==> src/rtl/serial_adder_pkg.sv <==
// Shared definitions for the bit-serial adder: FSM state encodings and widths.
// The optional subtract feature is controlled by the SERIAL_ADDER_SUB_EN macro.
package serial_adder_pkg;

  localparam int STATE_W = 2;

  typedef enum logic [STATE_W-1:0] {
    S_IDLE = 2'b00,
    S_RUN  = 2'b01,
    S_DONE = 2'b10
  } state_t;

endpackage

==> src/rtl/serial_adder_full_adder.sv <==
// One-bit full adder built from two half_adder cells; carry is the OR of both half carries.

module half_adder (
  input  logic a,
  input  logic b,
  output logic s,
  output logic c
);

  assign s = a ^ b;
  assign c = a & b;

endmodule

module full_adder (
  input  logic A,
  input  logic B,
  input  logic cin,
  output logic C,
  output logic carry
);

  logic w_s1;
  logic w_c1;
  logic w_c2;

  half_adder u_ha0 (
    .a (A),
    .b (B),
    .s (w_s1),
    .c (w_c1)
  );

  half_adder u_ha1 (
    .a (w_s1),
    .b (cin),
    .s (C),
    .c (w_c2)
  );

  assign carry = w_c1 | w_c2;

endmodule

==> src/rtl/serial_adder.sv <==
// Bit-serial WIDTH-bit adder, LSB first, one sum bit per clock with a carry flip-flop.
// Defining SERIAL_ADDER_SUB_EN adds a 'sub' port selecting (A-B) mod 2^WIDTH.
module serial_adder
  import serial_adder_pkg::*;
#(
  parameter int WIDTH = 4
) (
  input  logic             clk,
  input  logic             rst,
  input  logic             start,
  input  logic [WIDTH-1:0] A,
  input  logic [WIDTH-1:0] B,
`ifdef SERIAL_ADDER_SUB_EN
  input  logic             sub,
`endif
  output logic             ready,
  output logic             busy,
  output logic             done,
  output logic [WIDTH-1:0] sum,
  output logic             carry
);

  localparam int CNT_W = (WIDTH > 1) ? $clog2(WIDTH) : 1;
  localparam logic [CNT_W-1:0] CNT_LAST = CNT_W'(WIDTH - 1);

  state_t             r_state;
  logic [WIDTH-1:0]   r_areg;
  logic [WIDTH-1:0]   r_breg;
  logic [WIDTH-2:0]   r_sreg;
  logic               r_cff;
  logic [CNT_W-1:0]   r_cnt;
  logic               r_ready;
  logic               r_busy;
  logic               r_done;
  logic [WIDTH-1:0]   r_sum;
  logic               r_carry;

  logic               w_s;
  logic               w_c;
  logic [WIDTH-1:0]   w_shift;
  logic [WIDTH-1:0]   w_load_b;
  logic               w_load_c;

  full_adder u_fa (
    .A     (r_areg[0]),
    .B     (r_breg[0]),
    .cin   (r_cff),
    .C     (w_s),
    .carry (w_c)
  );

  // Subtraction is A + ~B + 1: invert B on load and preset the carry.
`ifdef SERIAL_ADDER_SUB_EN
  assign w_load_b = sub ? ~B : B;
  assign w_load_c = sub;
`else
  assign w_load_b = B;
  assign w_load_c = 1'b0;
`endif

  // Only the upper WIDTH-1 bits need storing; the new bit enters at the MSB.
  assign w_shift = {w_s, r_sreg};

  always_ff @(posedge clk) begin
    if (rst) begin
      r_state <= S_IDLE;
      r_areg  <= '0;
      r_breg  <= '0;
      r_sreg  <= '0;
      r_cff   <= 1'b0;
      r_cnt   <= '0;
      r_ready <= 1'b1;
      r_busy  <= 1'b0;
      r_done  <= 1'b0;
      r_sum   <= '0;
      r_carry <= 1'b0;
    end else begin
      case (r_state)
        S_IDLE: begin
          if (start) begin
            r_areg  <= A;
            r_breg  <= w_load_b;
            r_sreg  <= '0;
            r_cff   <= w_load_c;
            r_cnt   <= '0;
            r_state <= S_RUN;
            r_ready <= 1'b0;
            r_busy  <= 1'b1;
            r_done  <= 1'b0;
          end else begin
            r_state <= S_IDLE;
            r_ready <= 1'b1;
            r_busy  <= 1'b0;
            r_done  <= 1'b0;
          end
        end
        S_RUN: begin
          r_areg <= {1'b0, r_areg[WIDTH-1:1]};
          r_breg <= {1'b0, r_breg[WIDTH-1:1]};
          r_sreg <= w_shift[WIDTH-1:1];
          r_cff  <= w_c;
          r_cnt  <= r_cnt + CNT_W'(1);
          if (r_cnt == CNT_LAST) begin
            r_state <= S_DONE;
            r_sum   <= w_shift;
            r_carry <= w_c;
            r_busy  <= 1'b0;
            r_done  <= 1'b1;
          end else begin
            r_state <= S_RUN;
            r_busy  <= 1'b1;
            r_done  <= 1'b0;
          end
        end
        S_DONE: begin
          r_state <= S_IDLE;
          r_ready <= 1'b1;
          r_busy  <= 1'b0;
          r_done  <= 1'b0;
        end
        default: begin
          r_state <= S_IDLE;
          r_ready <= 1'b1;
          r_busy  <= 1'b0;
          r_done  <= 1'b0;
        end
      endcase
    end
  end

  assign ready = r_ready;
  assign busy  = r_busy;
  assign done  = r_done;
  assign sum   = r_sum;
  assign carry = r_carry;

endmodule

==> config.mk <==
export PLATFORM = sky130hd
export DESIGN_NAME = serial_adder
export DESIGN_NICKNAME = d
export VERILOG_FILES = /design/src/rtl/serial_adder_pkg.sv /design/src/rtl/serial_adder_full_adder.sv /design/src/rtl/serial_adder.sv
export SDC_FILE = /design/constraint.sdc
export NUM_CORES = 1
export LEC_CHECK = 0
export CELL_PAD_IN_SITES_DETAIL_PLACEMENT = 0
export CELL_PAD_IN_SITES_GLOBAL_PLACEMENT = 2
export CORE_MARGIN = 3
export CORE_UTILIZATION = 33
export CTS_CLUSTER_SIZE = 16
export DETAILED_ROUTE_END_ITERATION = 8
export PLACE_DENSITY_LB_ADDON = 0.1
export SLEW_MARGIN = 40
export SYNTH_ARGS = -nofsm -noshare
export SYNTH_HDL_FRONTEND = slang
export SYNTH_SLANG_ARGS = --single-unit
==> constraint.sdc <==
create_clock -name clk -period 2.4 [get_ports clk]
set_input_delay 0.36 -clock clk [delete_from_list [all_inputs] [get_ports clk]]
set_output_delay 0.36 -clock clk [all_outputs]
set_load 0.01 [all_outputs]
==> results.json <==
{
  "synth_area_leaders": "dfxtp_1 48%, a211oi_2 7.8%, mux2i_1 7.2%",
  "slew_headroom": 0.715,
  "wl_um": 1790,
  "path_cells": "clkdlybuf4s50_1",
  "yosysTopAreaCell": "dfxtp_1",
  "grt_usage": 0.115,
  "power.leakage_nw": 0.423,
  "cts-buffers-inserted": 3,
  "fin_ws_ps": 841,
  "ys_seq_area_frac": 0.475,
  "yosys_warnings": 0,
  "vias": 694,
  "synthToLayoutAreaGrowth_pct": 21.7,
  "ctsResizeCount": 0,
  "cts_hold_buffers": 0,
  "hold_path_end": "sum[1]",
  "clk_pin_slew_ps": 120,
  "syn_nets": 106,
  "num_rows": 19,
  "synth-edff-count": 0,
  "worst_pin_slew_ps": 425,
  "cpLargestDelayFamily": "buffers and inverters",
  "setup_viol": 0,
  "antenna_found_initial": 0,
  "drive_above_1_share": 0.170,
  "crit_fanout": 2,
  "syn_area_sq_um": 968,
  "rsz0062_at_grt": "false",
  "yosysMostFrequentCell": "dfxtp_1",
  "hpwl_um": 1240,
  "placed_area_sq_mm": 0.00115,
  "yosys_register_bits": 23,
  "htree_levels": 1,
  "regToRegSetupSlack_ps": 1070,
  "holdCritStartpoint": "sum[1]",
  "drt_iter0_drc": 31,
  "antennaDiodeCount": 0,
  "postSynthAreaPerCell_sq_um": 10.4,
  "clock_path_buffers": 2,
  "synth.distinct_cells": 24,
  "cts_root_buf": "clkbuf_4",
  "crit_slowest_cell": "clkdlybuf4s50_1",
  "cts_tree": "built",
  "cp_slowest_stage_delay_ps": 540,
  "die_h_um": 60.2,
  "dp_slack_ps": 873,
  "grt_pass1_wl_um": 3070,
  "drv_slew": 0,
  "synth_flop_cell": "dfxtp_1",
  "hold_viol": 0,
  "grt_max_degree": 24,
  "design_area_sq_mm": 0.00118,
  "async_flop_share": 0,
  "power_density_mw_per_mm2": 585,
  "status": "complete, no violations",
  "final_net_count": 126,
  "clk_latency_ps": 300,
  "min_path_type": "flip-flop to flip-flop",
  "regToRegStartpoint": "r_state[0]",
  "fin_crit_ps": 1560,
  "post_drt_wl_per_cell_um": 12.5,
  "cts_sinks": 23,
  "whs_ps": 464,
  "die_w_um": 60.2,
  "grt_overflow": 0,
  "drcViolationCount": 0,
  "post-cts-setup-buffers": 0,
  "fill_cells": 295,
  "maxCapViolations": 0,
  "period_share": 0.650,
  "drtAntennaViolNets": 0,
  "hold_depth": 2,
  "first_pass_iters": 4,
  "post_drt_via_cell_ratio": 4.85,
  "r2r-end": "sum[0]",
  "ff2ff_path_depth": 4,
  "path_buf_inv": 1,
  "syn_inst": 93,
  "yosysTopAreaCellShare": 0.475,
  "cp_data_arrival_time_ps": 1200,
  "ir_worst_vdd_mv": 0.330,
  "worstSetupPathType": "flip-flop to primary output",
  "grt_pass1_vias": 678,
  "place_congestion": 0.663,
  "io_pins": 19,
  "io_buffer_count": 18,
  "max_freq_mhz": 641,
  "start_util": 0.348,
  "crit_path_end_kind": "primary output",
  "synthTopCellsByCount": "23 x dfxtp_1, 13 x nor2_1, 7 x a22oi_1, 7 x mux2i_1",
  "crit_required_ps": 2040,
  "finalClockSkew_ps": 1.10,
  "startpoint_type": "flip-flop",
  "setup_tns_ps": 0,
  "coreArea_sq_mm": 0.00278,
  "dieArea_sq_mm": 0.00362,
  "fin_util": 0.424
}
-- registers in the layout (all words and copies together), names as in the netlist --
signal	flops
carry	1
done	1
r_areg	4
r_breg	4
r_cff	1
r_cnt	2
r_sreg	3
r_state	2
ready	1
sum	4
-- worst max path at each step --
stage               slack, ps   from  cells past startpoint        end
CTS                       830  ready                      1      ready
global route              780  ready                      1      ready
detailed placement        870  start                      4  r_areg[0]
global placement          890  start                      4  r_areg[1]
floorplan                1290  r_cff                      3  r_sreg[2]
finish                    840  ready                      1      ready
-- stage by stage --
stage | power, mW | cells
2_1_floorplan | 0.496 | 93
3_3_place_gp | 0.524 | 139
3_5_place_dp | 0.526 | 139
4_1_cts | 0.707 | 143
5_1_grt | 0.729 | 143
6_report | 0.689 | 143
-- metal layers --
layer | wire [um] | part of all wire | global-route usage
met1 | 889 | 0.50 | 0.152
met2 | 813 | 0.45 | 0.181
met3 | 70 | 0.039 | 0.0194
met4 | 17 | 0.0095 | 0.0570
met5 | 0 | 0 | 0
-- cell usage in the layout, fill, tap and decap left out, types with 2 or more instances in the layout --
cell             count
dfxtp_1             23
clkdlybuf4s50_1     18
nor2_1              13
mux2i_1              7
a22oi_1              7
a211oi_2             6
a21oi_1              6
nand3_1              5
nand2_1              5
nor2_2               4
clkbuf_4             3
buf_4                2
-- area by class of cell --
cell class / count / area [sq um] / share of cell area
clock buffers: 4 / 26.3 / 0.0223
inverters: 1 / 3.75 / 0.00318
multi-input cells: 64 / 454 / 0.385
flip-flops and latches: 23 / 460 / 0.391
well taps: 31 / 38.8 / 0.0329
repair buffers: 20 / 195 / 0.166
-- tightest hold or removal path: cells and delay by family (launching register included) --
kind | cells | cell delay [ps]
and+or+nand+nor | 1 | 50
AOI/OAI and AO/OA | 1 | 50
DFF | 1 | 330
-- logic make-up after synthesis --
| kind of cell | share of synthesized area |
|---|---|
| DFF | 0.475 |
| buffers and inverters | 0.0556 |
| and+or+nand+nor | 0.167 |
| muxes | 0.0724 |
| AOI/OAI and AO/OA | 0.196 |
| adders and majority gates | 0.0336 |
-- power breakdown --
group,internal [mW],total (mW),switching [mW]
Sequential,0.399,0.410,0.0113
Clock,0.0647,0.174,0.109
Combinational,0.0536,0.105,0.0518
Total,0.517,0.689,0.172
No activity file was read; power rests on OpenSTA's default activity.
